`src/rtl/nano_fetch_unit_pkg.sv`:
```
// Shared constants, the instruction-buffer entry type and PC helpers for the
// nano fetch front-end.
package nano_fetch_unit_pkg;

    localparam int          FETCH_DEPTH_DEFAULT = 4;
    localparam logic [31:0] INST_BUBBLE         = 32'h0000_0000;
    localparam logic [31:0] PC_STEP             = 32'h0000_0004;
    localparam logic [31:0] PC_ALIGN_MASK       = 32'hFFFF_FFFC;

    typedef struct packed {
        logic [31:0] pc;
        logic [31:0] inst;
    } fetch_entry_t;

    function automatic logic [31:0] align_pc(input logic [31:0] pc);
        return pc & PC_ALIGN_MASK;
    endfunction

endpackage

```
`src/rtl/nano_fetch_fifo.sv`:
```
// Synchronous FIFO with flush. Holds PC tags and buffered instructions.
// Flush beats push/pop; a pop on empty or a push on full-without-pop is ignored.
module nano_fetch_fifo #(
    parameter int WIDTH = 32,
    parameter int DEPTH = 4
) (
    input  logic                         i_clk,
    input  logic                         i_rst,
    input  logic                         push,
    input  logic                         pop,
    input  logic                         flush,
    input  logic [WIDTH-1:0]             din,
    output logic [WIDTH-1:0]             dout,
    output logic [$clog2(DEPTH+1)-1:0]   count
);

    localparam int AW = (DEPTH > 1) ? $clog2(DEPTH) : 1;
    localparam int CW = $clog2(DEPTH + 1);

    logic [WIDTH-1:0] mem_r [DEPTH];
    logic [AW-1:0]    rd_ptr_r;
    logic [AW-1:0]    wr_ptr_r;
    logic [CW-1:0]    count_r;
    logic             pop_ok_s;
    logic             push_ok_s;

    // Qualify requests against occupancy; a full FIFO may still push when popping.
    always_comb begin
        pop_ok_s  = pop && (count_r != CW'(0));
        push_ok_s = push && ((count_r != CW'(DEPTH)) || pop_ok_s);
    end

    // Pointer and occupancy state.
    always_ff @(posedge i_clk) begin
        if (i_rst || flush) begin
            rd_ptr_r <= AW'(0);
            wr_ptr_r <= AW'(0);
            count_r  <= CW'(0);
        end else begin
            if (push_ok_s) begin
                wr_ptr_r <= wr_ptr_r + AW'(1);
            end
            if (pop_ok_s) begin
                rd_ptr_r <= rd_ptr_r + AW'(1);
            end
            count_r <= count_r + CW'(push_ok_s) - CW'(pop_ok_s);
        end
    end

    // Storage array; the head is read combinationally so a same-edge overwrite is safe.
    always_ff @(posedge i_clk) begin
        if (push_ok_s && !flush && !i_rst) begin
            mem_r[wr_ptr_r] <= din;
        end
    end

    assign dout  = mem_r[rd_ptr_r];
    assign count = count_r;

endmodule

```
`src/rtl/nano_fetch_unit.sv`:
```
// Instruction fetch front-end: issues sequential word fetches under a credit
// limit, tags in-order responses with their PC and buffers them for decode.
module nano_fetch_unit
    import nano_fetch_unit_pkg::*;
#(
    parameter logic [31:0] RESET_PC = 32'h0000_0000,
    parameter int          DEPTH    = FETCH_DEPTH_DEFAULT
) (
    input  logic        i_clk,
    input  logic        i_rst,
    output logic        o_mem_req_valid,
    output logic [31:0] o_mem_req_addr,
    input  logic        i_mem_req_ready,
    input  logic        i_mem_rsp_valid,
    input  logic [31:0] i_mem_rsp_data,
    input  logic        i_redirect,
    input  logic [31:0] i_redirect_pc,
    output logic        o_inst_valid,
    output logic [31:0] o_inst,
    output logic [31:0] o_pc,
    input  logic        i_inst_ready
);

    localparam int CW = $clog2(DEPTH + 1);
    localparam int SW = CW + 1;

    logic [31:0]   fetch_pc_r;
    logic [CW-1:0] drop_r;

    // live is the occupancy of the tag queue: one tag per response still to be kept.
    logic [CW-1:0] live_s;
    logic [CW-1:0] inst_count_s;
    logic [31:0]   tag_pc_s;
    fetch_entry_t  inst_head_s;
    fetch_entry_t  inst_push_data_s;

    logic [SW-1:0] live_drop_sum_s;
    logic [SW-1:0] live_count_sum_s;
    logic [SW-1:0] drop_next_s;
    logic          credit_s;
    logic          req_fire_s;
    logic          rsp_fire_s;
    logic          rsp_drop_s;
    logic          rsp_keep_s;
    logic          pop_fire_s;
    logic          inst_valid_s;

    // Credit, handshake and response classification, all from registered state.
    always_comb begin
        live_drop_sum_s  = SW'(live_s) + SW'(drop_r);
        live_count_sum_s = SW'(live_s) + SW'(inst_count_s);
        credit_s         = (live_drop_sum_s < SW'(DEPTH)) && (live_count_sum_s < SW'(DEPTH));
        req_fire_s       = o_mem_req_valid && i_mem_req_ready;
        rsp_fire_s       = i_mem_rsp_valid && ((live_s != CW'(0)) || (drop_r != CW'(0)));
        rsp_drop_s       = rsp_fire_s && (drop_r != CW'(0));
        rsp_keep_s       = rsp_fire_s && (drop_r == CW'(0));
        inst_valid_s     = (inst_count_s != CW'(0));
        pop_fire_s       = inst_valid_s && i_inst_ready;
        drop_next_s      = SW'(drop_r) + SW'(live_s) + SW'(req_fire_s) - SW'(rsp_fire_s);
        inst_push_data_s = '{pc: tag_pc_s, inst: i_mem_rsp_data};
    end

    assign o_mem_req_valid = !i_rst && credit_s;
    assign o_mem_req_addr  = fetch_pc_r;

    // Fetch PC: redirect overrides the sequential advance.
    always_ff @(posedge i_clk) begin
        if (i_rst) begin
            fetch_pc_r <= RESET_PC;
        end else if (i_redirect) begin
            fetch_pc_r <= align_pc(i_redirect_pc);
        end else if (req_fire_s) begin
            fetch_pc_r <= fetch_pc_r + PC_STEP;
        end else begin
            fetch_pc_r <= fetch_pc_r;
        end
    end

    // Discard counter: a redirect turns every outstanding request, including one
    // accepted this cycle and minus one answered this cycle, into a discard.
    always_ff @(posedge i_clk) begin
        if (i_rst) begin
            drop_r <= CW'(0);
        end else if (i_redirect) begin
            drop_r <= CW'(drop_next_s);
        end else if (rsp_drop_s) begin
            drop_r <= drop_r - CW'(1);
        end else begin
            drop_r <= drop_r;
        end
    end

    nano_fetch_fifo #(
        .WIDTH (32),
        .DEPTH (DEPTH)
    ) u_tag_fifo (
        .i_clk (i_clk),
        .i_rst (i_rst),
        .push  (req_fire_s && !i_redirect),
        .pop   (rsp_keep_s && !i_redirect),
        .flush (i_redirect),
        .din   (fetch_pc_r),
        .dout  (tag_pc_s),
        .count (live_s)
    );

    nano_fetch_fifo #(
        .WIDTH (64),
        .DEPTH (DEPTH)
    ) u_inst_fifo (
        .i_clk (i_clk),
        .i_rst (i_rst),
        .push  (rsp_keep_s && !i_redirect),
        .pop   (pop_fire_s && !i_redirect),
        .flush (i_redirect),
        .din   (inst_push_data_s),
        .dout  (inst_head_s),
        .count (inst_count_s)
    );

    // Decode sees a deterministic bubble whenever the buffer is empty.
    assign o_inst_valid = inst_valid_s;
    assign o_inst       = inst_valid_s ? inst_head_s.inst : INST_BUBBLE;
    assign o_pc         = inst_valid_s ? inst_head_s.pc   : INST_BUBBLE;

endmodule

```
`config.mk`:
```
export PLATFORM = sky130hd
export DESIGN_NAME = nano_fetch_unit
export DESIGN_NICKNAME = d
export VERILOG_FILES = /design/src/rtl/nano_fetch_unit_pkg.sv /design/src/rtl/nano_fetch_fifo.sv /design/src/rtl/nano_fetch_unit.sv
export SDC_FILE = /design/constraint.sdc
export NUM_CORES = 1
export LEC_CHECK = 0
export ABC_AREA = 1
export CORE_UTILIZATION = 35
export CTS_BUF_LIST = sky130_fd_sc_hd__clkbuf_4
export DETAILED_ROUTE_END_ITERATION = 10
export PLACE_DENSITY = 0.52
export SYNTH_ARGS = -nofsm -noshare
export SYNTH_HDL_FRONTEND = slang
export SYNTH_SLANG_ARGS = --single-unit
```
`constraint.sdc`:
```
create_clock -name i_clk -period 5.1 [get_ports i_clk]
set_input_delay 1.02 -clock i_clk [delete_from_list [all_inputs] [get_ports i_clk]]
set_output_delay 1.02 -clock i_clk [all_outputs]
set_load 0.005 [all_outputs]
```
==> results.yml <==
power_and_ir_drop:
  total_power_w: 0.00709
  comb_power_share_pct: 4.3
  power_frac_seq_pct: 53.8
  switching_share_pct: 22.4
  switchingPower_w: 0.00159
  power_per_cell_area_nw_per_um2: 331
  clkPwrFrac_pct: 41.9
  leakagePower_nw: 7.43
  ir_drop_uv: 136
  intPower_w: 0.00551
clocking:
  htreeDepth: 3
  cts_root_buffer: "clkbuf_4"
  cts_resized: 0
  clock_latency_ps: 820
  cts.sinks: 419
  ctsHoldBuffers: 0
  numCtsBuffers: 111
  clkTransAtPathRegs_ps: 60
  cts_tree: "done"
  cts_setup_buffers: 0
  clockBufferDepth: 3
yosys:
  netlist_area_um2: 17600
  synth_edf_count: 368
  synth.distinct_cells: 34
  yosysWarnings: 0
  synth-seq-cells: 419
  ys_seq_area_share_pct: 68.5
  avgSynthCellArea_um2: 10.8
  ys.flop_type: "edfxtp_1"
  syn_inst: 1625
  synthArstFlopShare_pct: 0
routing:
  drt_pre_antenna_iters: 5
  drc: 0
  dr.first_iter.drc_count: 625
  ant_nets: 0
  wl_um: 43500
  avgRoutedWirePerCell_um: 16.8
  vias: 12400
  avgViaCountPerCell: 4.79
min_path:
  hold_path_class: "flop to flop"
  holdCritStartpoint: "u_inst_fifo.rd_ptr_r[1]$_SDFFE_PP0P_"
  hold_depth: 2
worst_setup_path:
  path_max_fanout: 50
  r2r_cells: 15
  r2r_end: "drop_r[2]$_SDFFE_PP0P_"
  path_class: "flop to output port"
  timing.critical_path.from_type: "flop"
  cp.arrival_ps: 3210
  rrSetupSlack_ps: 1570
  critPathCaptureType: "output port"
  worstReg2RegStart: "u_tag_fifo.count[1]$_SDFF_PP0_"
  required_ps: 4080
run_status:
  status: "finished clean"
sta:
  fin_tns_setup_ps: 0
  fmax_ghz: 0.237
  timing.final.crit_share_pct: 82.9
  finClkSkew_ps: 45.2
  rsz0062_at_grt: "no"
  worst_slack_ps: 873
  tightest_slew_ps: 955
  relSlewSlack_pct: 36.3
  drv_slew: 0
  hold_viol: 0
  min_period_ps: 4230
  setup_viol: 0
global_route:
  grt_max_degree: 63
  grt.overflow.total: 0
  track_usage_pct: 17.1
  grt_pass1_wl_um: 67100
  antenna_found_initial: 1
  first_global_vias: 12300
layout:
  syn_to_final_growth_pct: 21.6
  drive_above_1_share_pct: 12.0
  n_fill_cell: 4828
  layout.nets: 1935
  multiInputGateArea_um2: 4920
  ff_latch_area_um2: 12100
die:
  dieArea_um2: 51200
  die_x_um: 226
  num_rows: 81
  io_pins: 168
  start_util_pct: 35.8
  die_h_um: 226
  core_um2: 49300
placement:
  hpwl_um: 25000
  pre_cts_ws_ps: 1110
  gp_congestion: 0.861
  numPortBuffers: 161
run:
  maxCapViolCount: 0
## logic make-up after synthesis
family,synth area share (%)
AOI/OAI and AO/OA,9.56
xor gates and xnor gates,0.845
adders and majority gates,2.02
buffers and inverters,3.85
DFF,68.5
other,0.0213
and+or+nand+nor,15.2
## final cells by class
| class | instances | share of cell area, % |
|---|---|---|
| clock inverter | 38 | 1.15 |
| multi-input combinational | 1046 | 23.0 |
| clock buffer | 162 | 5.68 |
| inverter | 77 | 1.36 |
| timing repair buffer | 184 | 8.56 |
| antenna | 2 | 0.0234 |
| sequential | 419 | 56.4 |
| tap | 664 | 3.88 |
## power groups by stage
| stage | Clock [W] | Combinational [W] | Sequential (W) |
|---|---|---|---|
| finish | 0.00297 | 0.000302 | 0.00382 |
| global route | 0.00326 | 0.000339 | 0.00382 |
| CTS | 0.00309 | 0.000305 | 0.00382 |
| detailed placement | 0 | 0.000302 | 0.00389 |
| global placement | 0 | 0.000299 | 0.00389 |
| floorplan | 0 | 0.000166 | 0.00387 |
## layer usage
metal  part of all wire (%)  vias to the layer above  track usage, %  wire, um
met5                      0                        -               0         0
met4                    2.2                        0            6.06       944
met3                    5.2                       84            3.98      2260
met2                     46                      350            28.3     20200
met1                     46                     5901            22.0     20200
li1                       -                     6087               -         -
## placed cells by master, fill, tap and decap left out, types with 5 or more instances in the layout
cell             netlist  routed
inv_1                 73      73
nand2_1              180     180
o21ai_0              200     200
o22ai_1               30      30
nand3_1               43      43
dfxtp_1               51      49
clkdlybuf4s50_1        0     161
nor2_2                 5       8
clkbuf_4               0     162
clkinv_1               0      25
buf_4                  5      19
a21oi_1               86      86
clkinv_2               0       6
ha_1                  22      22
edfxtp_1             368     368
a21oi_2                5       5
nor2_1               433     425
xnor2_1               13      13
nor2_4                 3       8
## Yosys cell counts, types with 13 or more instances
library cell / instances / area share [%]
nand3_1: 43 / 1.2
o22ai_1: 30 / 1.1
nor2_1: 433 / 9.2
edfxtp_1: 368 / 63
a21oi_1: 86 / 2.4
ha_1: 22 / 1.6
xnor2_1: 13 / 0.65
o21ai_0: 200 / 5.7
inv_1: 73 / 1.6
nand2_1: 180 / 3.8
clkbuf_1: 59 / 1.3
dfxtp_1: 51 / 5.8
buf_2: 14 / 0.40
## sequential cells by signal, summed over array words and instances, names as in the netlist, named ones only
name	flops
u_tag_fifo.rd_ptr_r	2
u_inst_fifo.count	3
u_inst_fifo.rd_ptr_r	2
o_mem_req_addr	30
u_tag_fifo.mem_r	120
u_tag_fifo.count	3
u_inst_fifo.wr_ptr_r	2
u_tag_fifo.wr_ptr_r	2
drop_r	3
u_inst_fifo.mem_r	248
## worst max-delay path: stages, from the launching register on
cell,delay [ps]
dfxtp_4,400
inv_2,530
buf_4,540
o21ai_0,160
a21oi_1,220
clkdlybuf4s50_1,530
## metrics by stage
stage | utilization (%) | cell area [um2] | hold slack (ps) | cells
floorplan | - | 17600 | 436 | 1628
global placement | 40.5 | 20000 | 451 | 2390
detailed placement | 40.5 | 20000 | 456 | 2390
CTS | 43.5 | 21400 | 467 | 2590
global route | 43.5 | 21400 | 484 | 2591
finish | 43.5 | 21400 | 471 | 2592
## worst max path at each step
stage,start,endpoint,slack (ps),depth (start not counted)
5_1_grt,flop,o_inst[10],530,5
3_3_place_gp,i_rst,drop_r[2]$_SDFFE_PP0P_,1090,14
2_1_floorplan,i_redirect,u_inst_fifo.mem_r[0][0]$_DFFE_PP_,430,6
4_1_cts,flop,o_inst[6],680,5
6_report,flop,o_inst[29],870,5
3_5_place_dp,i_rst,drop_r[2]$_SDFFE_PP0P_,1110,14
Note: power is estimated with default switching activity, not from simulation.
